--- config.mk ---
export PLATFORM = sky130hd
export DESIGN_NAME = map_arbiter
export DESIGN_NICKNAME = d
export VERILOG_FILES = /design/src/rtl/map_pkg.sv /design/src/rtl/rr_arbiter2.sv /design/src/rtl/map_arbiter.sv
export SDC_FILE = /design/constraint.sdc
export NUM_CORES = 1
export LEC_CHECK = 0
export CORE_ASPECT_RATIO = 1.5
export CORE_MARGIN = 4
export CORE_UTILIZATION = 50
export DETAILED_ROUTE_END_ITERATION = 16
export GPL_ROUTABILITY_DRIVEN = 1
export PLACE_DENSITY = 0.84
export SETUP_SLACK_MARGIN = 0.3
export SYNTH_ARGS = -nofsm -noshare
export SYNTH_HDL_FRONTEND = slang
export SYNTH_HIERARCHICAL = 1
export SYNTH_SLANG_ARGS = --single-unit
export TNS_END_PERCENT = 30
--- constraint.sdc ---
create_clock -name Clk -period 3.2 [get_ports Clk]
set_input_delay 0.48 -clock Clk [delete_from_list [all_inputs] [get_ports Clk]]
set_output_delay 0.48 -clock Clk [all_outputs]
set_load 0.03 [all_outputs]
--- src/rtl/map_pkg.sv ---
// Shared geometry, cell codes and FSM encodings for the tile-map write path.
package map_pkg;

  localparam int unsigned MAP_W     = 20;
  localparam int unsigned MAP_H     = 15;
  localparam int unsigned MAP_CELLS = MAP_W * MAP_H;
  localparam int unsigned ADDR_W    = 9;
  localparam int unsigned CELL_W    = 3;

  typedef enum logic [CELL_W-1:0] {
    EMPTY  = 3'd0,
    BORDER = 3'd1,
    BRICK  = 3'd2,
    BASE1  = 3'd3,
    BASE2  = 3'd4
  } cell_t;

  typedef enum logic [1:0] {
    RES_NONE  = 2'd0,
    RES_BROKE = 2'd1,
    RES_BASE  = 2'd2,
    RES_SOLID = 2'd3
  } result_t;

  typedef enum logic [1:0] {
    ST_INIT = 2'd0,
    ST_IDLE = 2'd1,
    ST_RD   = 2'd2,
    ST_EVAL = 2'd3
  } state_t;

  typedef enum logic {
    PLAYER1 = 1'b0,
    PLAYER2 = 1'b1
  } player_t;

endpackage

--- src/rtl/rr_arbiter2.sv ---
// Two-requester round-robin arbiter; the last granted player loses the next tie.
module rr_arbiter2
  import map_pkg::*;
(
  input  logic    clk,
  input  logic    reset,
  input  logic    req1,
  input  logic    req2,
  input  logic    take,
  output logic    gnt_valid,
  output player_t gnt_id
);

  player_t rr_last;

  // Player 1 wins the first tie after reset.
  always_ff @(posedge clk) begin
    if (reset) begin
      rr_last <= PLAYER2;
    end else if (take && gnt_valid) begin
      rr_last <= gnt_id;
    end
  end

  always_comb begin
    gnt_valid = req1 | req2;
    gnt_id    = PLAYER1;
    if (req1 && req2) begin
      gnt_id = (rr_last == PLAYER1) ? PLAYER2 : PLAYER1;
    end else if (req2) begin
      gnt_id = PLAYER2;
    end
  end

endmodule

--- src/rtl/map_arbiter.sv ---
// Sole writer of the tile map: ROM reload, then serialised read-modify-write of bullet hits.
module map_arbiter
  import map_pkg::*;
(
  input  logic              Clk,
  input  logic              Reset,
  input  logic              req1,
  input  logic [ADDR_W-1:0] addr1,
  input  logic              req2,
  input  logic [ADDR_W-1:0] addr2,
  output logic              ack1,
  output logic              ack2,
  output logic [1:0]        result,
  input  logic              init_start,
  output logic [ADDR_W-1:0] rom_addr,
  input  logic [CELL_W-1:0] rom_data,
  output logic [ADDR_W-1:0] mem_addr,
  output logic              mem_we,
  output logic [CELL_W-1:0] mem_wdata,
  input  logic [CELL_W-1:0] mem_rdata,
  output logic              busy,
  output logic              win1,
  output logic              win2
);

  localparam logic [ADDR_W-1:0] CELLS_A = ADDR_W'(MAP_CELLS);

  state_t            state;
  logic [ADDR_W-1:0] cnt;
  logic [ADDR_W-1:0] addr_q;
  player_t           id_q;
  logic              oob_q;
  logic              init_pending;

  logic              gnt_valid;
  player_t           gnt_id;
  logic              take;
  logic [ADDR_W-1:0] gnt_addr;
  logic              gnt_oob;
  logic              set_win1;
  logic              set_win2;

  assign take     = (state == ST_IDLE) && !(init_start || init_pending);
  assign gnt_addr = (gnt_id == PLAYER2) ? addr2 : addr1;
  assign gnt_oob  = (gnt_addr >= CELLS_A);
  assign busy     = (state == ST_INIT);

  rr_arbiter2 u_rr (
    .clk       (Clk),
    .reset     (Reset),
    .req1      (req1),
    .req2      (req2),
    .take      (take),
    .gnt_valid (gnt_valid),
    .gnt_id    (gnt_id)
  );

  // Memory and ack decode; EVAL depends on the RAM word returned this cycle.
  always_comb begin
    rom_addr  = '0;
    mem_addr  = '0;
    mem_we    = 1'b0;
    mem_wdata = '0;
    ack1      = 1'b0;
    ack2      = 1'b0;
    result    = RES_NONE;
    set_win1  = 1'b0;
    set_win2  = 1'b0;
    case (state)
      ST_INIT: begin
        if (cnt < CELLS_A) begin
          rom_addr = cnt;
        end
        if (cnt != '0) begin
          mem_we    = 1'b1;
          mem_addr  = cnt - ADDR_W'(1);
          mem_wdata = rom_data;
        end
      end
      ST_RD: begin
        mem_addr = addr_q;
      end
      ST_EVAL: begin
        ack1 = (id_q == PLAYER1);
        ack2 = (id_q == PLAYER2);
        if (oob_q) begin
          result = RES_SOLID;
        end else begin
          mem_addr = addr_q;
          // Once either side has won, the map is frozen until the next round.
          if (!(win1 || win2)) begin
            case (mem_rdata)
              BRICK: begin
                mem_we    = 1'b1;
                mem_wdata = EMPTY;
                result    = RES_BROKE;
              end
              BASE1: begin
                if (id_q == PLAYER2) begin
                  result   = RES_BASE;
                  set_win2 = 1'b1;
                end else begin
                  result = RES_SOLID;
                end
              end
              BASE2: begin
                if (id_q == PLAYER1) begin
                  result   = RES_BASE;
                  set_win1 = 1'b1;
                end else begin
                  result = RES_SOLID;
                end
              end
              BORDER:  result = RES_SOLID;
              default: result = RES_NONE;
            endcase
          end
        end
      end
      default: ;
    endcase
  end

  // Sequencer: INIT streams the ROM through, then IDLE -> RD -> EVAL per hit.
  always_ff @(posedge Clk) begin
    if (Reset) begin
      state        <= ST_INIT;
      cnt          <= '0;
      addr_q       <= '0;
      id_q         <= PLAYER1;
      oob_q        <= 1'b0;
      init_pending <= 1'b0;
      win1         <= 1'b0;
      win2         <= 1'b0;
    end else begin
      case (state)
        ST_INIT: begin
          if (cnt == CELLS_A) begin
            state <= ST_IDLE;
          end else begin
            cnt <= cnt + ADDR_W'(1);
          end
        end
        ST_IDLE: begin
          if (init_start || init_pending) begin
            state        <= ST_INIT;
            cnt          <= '0;
            init_pending <= 1'b0;
            win1         <= 1'b0;
            win2         <= 1'b0;
          end else if (gnt_valid) begin
            id_q   <= gnt_id;
            addr_q <= gnt_addr;
            oob_q  <= gnt_oob;
            state  <= gnt_oob ? ST_EVAL : ST_RD;
          end
        end
        ST_RD: begin
          if (init_start) begin
            init_pending <= 1'b1;
          end
          state <= ST_EVAL;
        end
        ST_EVAL: begin
          if (init_start) begin
            init_pending <= 1'b1;
          end
          if (set_win1) begin
            win1 <= 1'b1;
          end
          if (set_win2) begin
            win2 <= 1'b1;
          end
          state <= ST_IDLE;
        end
        default: state <= ST_INIT;
      endcase
    end
  end

endmodule

==> metrics, run 1 <==
Data required, critical path=2.72 ns; commonest non-fill, non-tap cell in the layout=sky130_fd_sc_hd__clkdlybuf4s50_1; initial drt markers=87; Core ar.=between 0.003 and 0.004 mm2; cell-internal power=a little over 700 uW; Rows=27; #FFs+latches synth=26; weighted congestion reported at the end of routability-driven placement=between 0.8 and 0.9; antenna violations before repair=0; switching power=between 400 and 500 uW; dpl hpwl=4000 um; most instantiated flip-flop cell in the synthesis netlist=sky130_fd_sc_hd__dfxtp_1; Wirelength per Cell=~15 um; GRT overflow=0; global-route usage over all layers=0.210; peak ir drop on the vdd network=around 360 uV; Vias/cell=slightly below 6; clock tree root driver cell=sky130_fd_sc_hd__clkbuf_8; Vias=2019; part of the power in combinational logic=0.501; number of clock buffers inserted by TritonCTS=3; y dimension of the die=between 80 and 90 um; number of buffers inserted by port buffering=57; # H-tree levels=1; global-route wire length before repair=~8500 um; aggregate routed wire length=just over 5000 um; Critical Setup Path Class=register to output pin; average cell area after synthesis=between 8 and 9 um2; final hold violations=0; number of hold buffers added after cts=0; proportion of power drawn by the clock network=0.184; Net Sw Frac=0.389; crit share post-route=0.916; Post-Synthesis Cells=250; yosys warns=6; # nets final=~330; largest clock skew in the final design=just under 0.005 ns; ratio of cells with drive above 1 in the final layout=0.0946; RSZ-0062 raised after global routing=true; DRC violation count after routing=0; width of the die=between 50 and 60 um; post-layout utilization of the core=0.696; Max-Cap Viols=0; proportion of synthesized flip-flops having asynchronous set or reset=0; proportion of synthesized chip area in sequential cells=0.260; maximum number of pins on one net before global-route repair=18; worst-path maximum fanout=8; top library cells by usage in the layout, fill and taps aside=sky130_fd_sc_hd__clkdlybuf4s50_1 (50), sky130_fd_sc_hd__nor2_1 (30), sky130_fd_sc_hd__dfxtp_1 (24); Sequential Power Share=0.315; Post-Route Setup TNS=0 ns; number of sinks driven by the clock tree=26; clock input transition at the sequential cells of the worst setup and hold paths=~0.090 ns; highest achievable clock rate=roughly 0.34 GHz; clock latency of the later-clocked register in the worst-skew pair=approximately 0.27 ns; clock tree from TritonCTS=done; number of detailed-routing iterations run before antenna repair=4; Worst-Margin Slew=just under 0.7 ns; summed instance area of the synthesized netlist=0.00200 mm2; Netlist cell types=58; # diodes=0; fin. max-slew vios=0; Max-Slew Margin vs Limit=0.544; area grow syn2layout=31.6%; Worst setup SP type=register; CTS max path bufs=2; setup-violating endpoint count in the final report=0; Worst EP arrival=2.45 ns; outcome=completed; number of global-route vias before repair=1944; worst hold path class=register to register; initial standard-cell utilization of the core=0.529; number of I/O pins=between 50 and 60; power density normalized to cell area=~440 mW/mm2; die area=approximately 0.005 mm2; number of enable-type register cells in the synthesized netlist=0; number of nets produced by synthesis=286; P_leak=around 0.0010 uW; CP Capture Type=output pin; minimum period implied by the final worst setup slack=around 3 ns; residual antenna-violating net count after detailed routing=0
==> area by class of cell <==
| class | instances | area (um2) |
|---|---|---|
| multi-input combinational | 193 | 1330 |
| fill | 307 | 1150 |
| timing repair buffer | 64 | 633 |
| sequential | 26 | 523 |
| clock buffer | 4 | 55.1 |
| tap | 43 | 53.8 |
| inverter | 9 | 38.8 |
==> Yosys cell counts, drive strengths merged, types with 7 or more instances <==
master,instances,area [um2]
mux2i,12,120
buf,12,87.6
ha,7,87.6
inv,8,30.0
and2,11,71.3
a211oi,8,65.1
nand2,11,41.3
o21ai,11,55.1
nor2,30,113
dfxtp,26,521
clkbuf,10,38.8
a21oi,17,85.1
==> stage by stage <==
stage | cells | power [uW] | hold slack (ns) | instance area (um2) | setup slack, ns
5_1_grt | 339 | 1230 | 0.537 | 2640 | 0.193
6_report | 339 | 1160 | 0.516 | 2640 | 0.269
3_5_place_dp | 335 | 950 | 0.498 | 2550 | 0.192
3_3_place_gp | 335 | 944 | 0.473 | 2550 | 0.253
4_1_cts | 339 | 1160 | 0.518 | 2610 | 0.216
2_1_floorplan | 250 | 747 | 0.457 | 2000 | 0.689
==> worst max-delay path, stage by stage (launching register included) <==
cell and delay [ns]:
sky130_fd_sc_hd__dfxtp_1 0.32, sky130_fd_sc_hd__or4_4 0.57, sky130_fd_sc_hd__o41a_4 0.50, sky130_fd_sc_hd__a22oi_2 0.14, sky130_fd_sc_hd__nor2_1 0.05, sky130_fd_sc_hd__clkdlybuf4s50_1 0.60
==> flip-flops by register name (all words and copies together), names as in the netlist <==
register,flops
addr_q,9
state,2
oob_q,1
win2,1
u_rr/rr_last,1
win1,1
cnt,9
init_pending,1
id_q,1
==> power by group through the flow <==
stage	logic (uW)	registers, uW	clock network [uW]
2_1_floorplan	391	356	0
3_3_place_gp	574	371	0
3_5_place_dp	579	371	0
4_1_cts	580	364	216
5_1_grt	629	368	234
6_report	580	365	213
==> repair_timing <==
item	CTS	global route
buffers inserted	0	0
endpoints found under the setup margin	17	18
gates resized for setup	4	9
==> kinds of logic (layout without fill, tap and decap cells) <==
family | Yosys count | in the layout | synth area share
AO/OA/AOI/OAI | 65 | 65 | 0.238
XOR/XNOR | 6 | 6 | 0.0263
adder cells (fa/ha/maj) | 7 | 7 | 0.0437
buffers and inverters | 31 | 77 | 0.0825
flip-flops | 26 | 26 | 0.260
multiplexers | 12 | 12 | 0.0600
AND/OR/NAND/NOR | 103 | 103 | 0.290
==> metal layers <==
layer | share of wire | global-route usage | vias up
li1 | - | - | 1004
met1 | 0.38 | 0.223 | 925
met2 | 0.54 | 0.391 | 77
met3 | 0.060 | 0.0377 | 13
met4 | 0.022 | 0.0827 | 0
met5 | 0 | 0 | -
==> final timing paths <==
check / start / end / slack [ns] / cells past startpoint
worst max register to register: state[1]$_SDFFE_PP0P_ / cnt[4]$_SDFFE_PP0P_ / 0.78 / 7
worst max-delay path: cnt[2]$_SDFFE_PP0P_ / mem_addr[3] / 0.27 / 5
worst min-delay path: addr_q[3]$_SDFFE_PP0P_ / addr_q[3]$_SDFFE_PP0P_ / 0.52 / 2
worst min register to register: addr_q[3]$_SDFFE_PP0P_ / addr_q[3]$_SDFFE_PP0P_ / 0.52 / 2
(Power assumes the default switching activity.)
==> inputs of run 2 (changes only) <==
--- a/config.mk
+++ b/config.mk
@@ -8,6 +8,7 @@
 export CORE_ASPECT_RATIO = 1.5
 export CORE_MARGIN = 4
 export CORE_UTILIZATION = 50
+export CTS_CLUSTER_DIAMETER = 100
 export DETAILED_ROUTE_END_ITERATION = 16
 export GPL_ROUTABILITY_DRIVEN = 1
 export PLACE_DENSITY = 0.84
==> results of run 2 <==
No change in the layout: final DEF, timing and power equal those of run 1.
==> inputs of run 3 (changes only) <==
--- a/config.mk
+++ b/config.mk
@@ -9,6 +9,7 @@
 export CORE_MARGIN = 4
 export CORE_UTILIZATION = 50
 export CTS_CLUSTER_DIAMETER = 100
+export CTS_CLUSTER_SIZE = 20
 export DETAILED_ROUTE_END_ITERATION = 16
 export GPL_ROUTABILITY_DRIVEN = 1
 export PLACE_DENSITY = 0.84
==> results of run 3 <==
No change in the layout: final DEF, timing and power equal those of run 1.
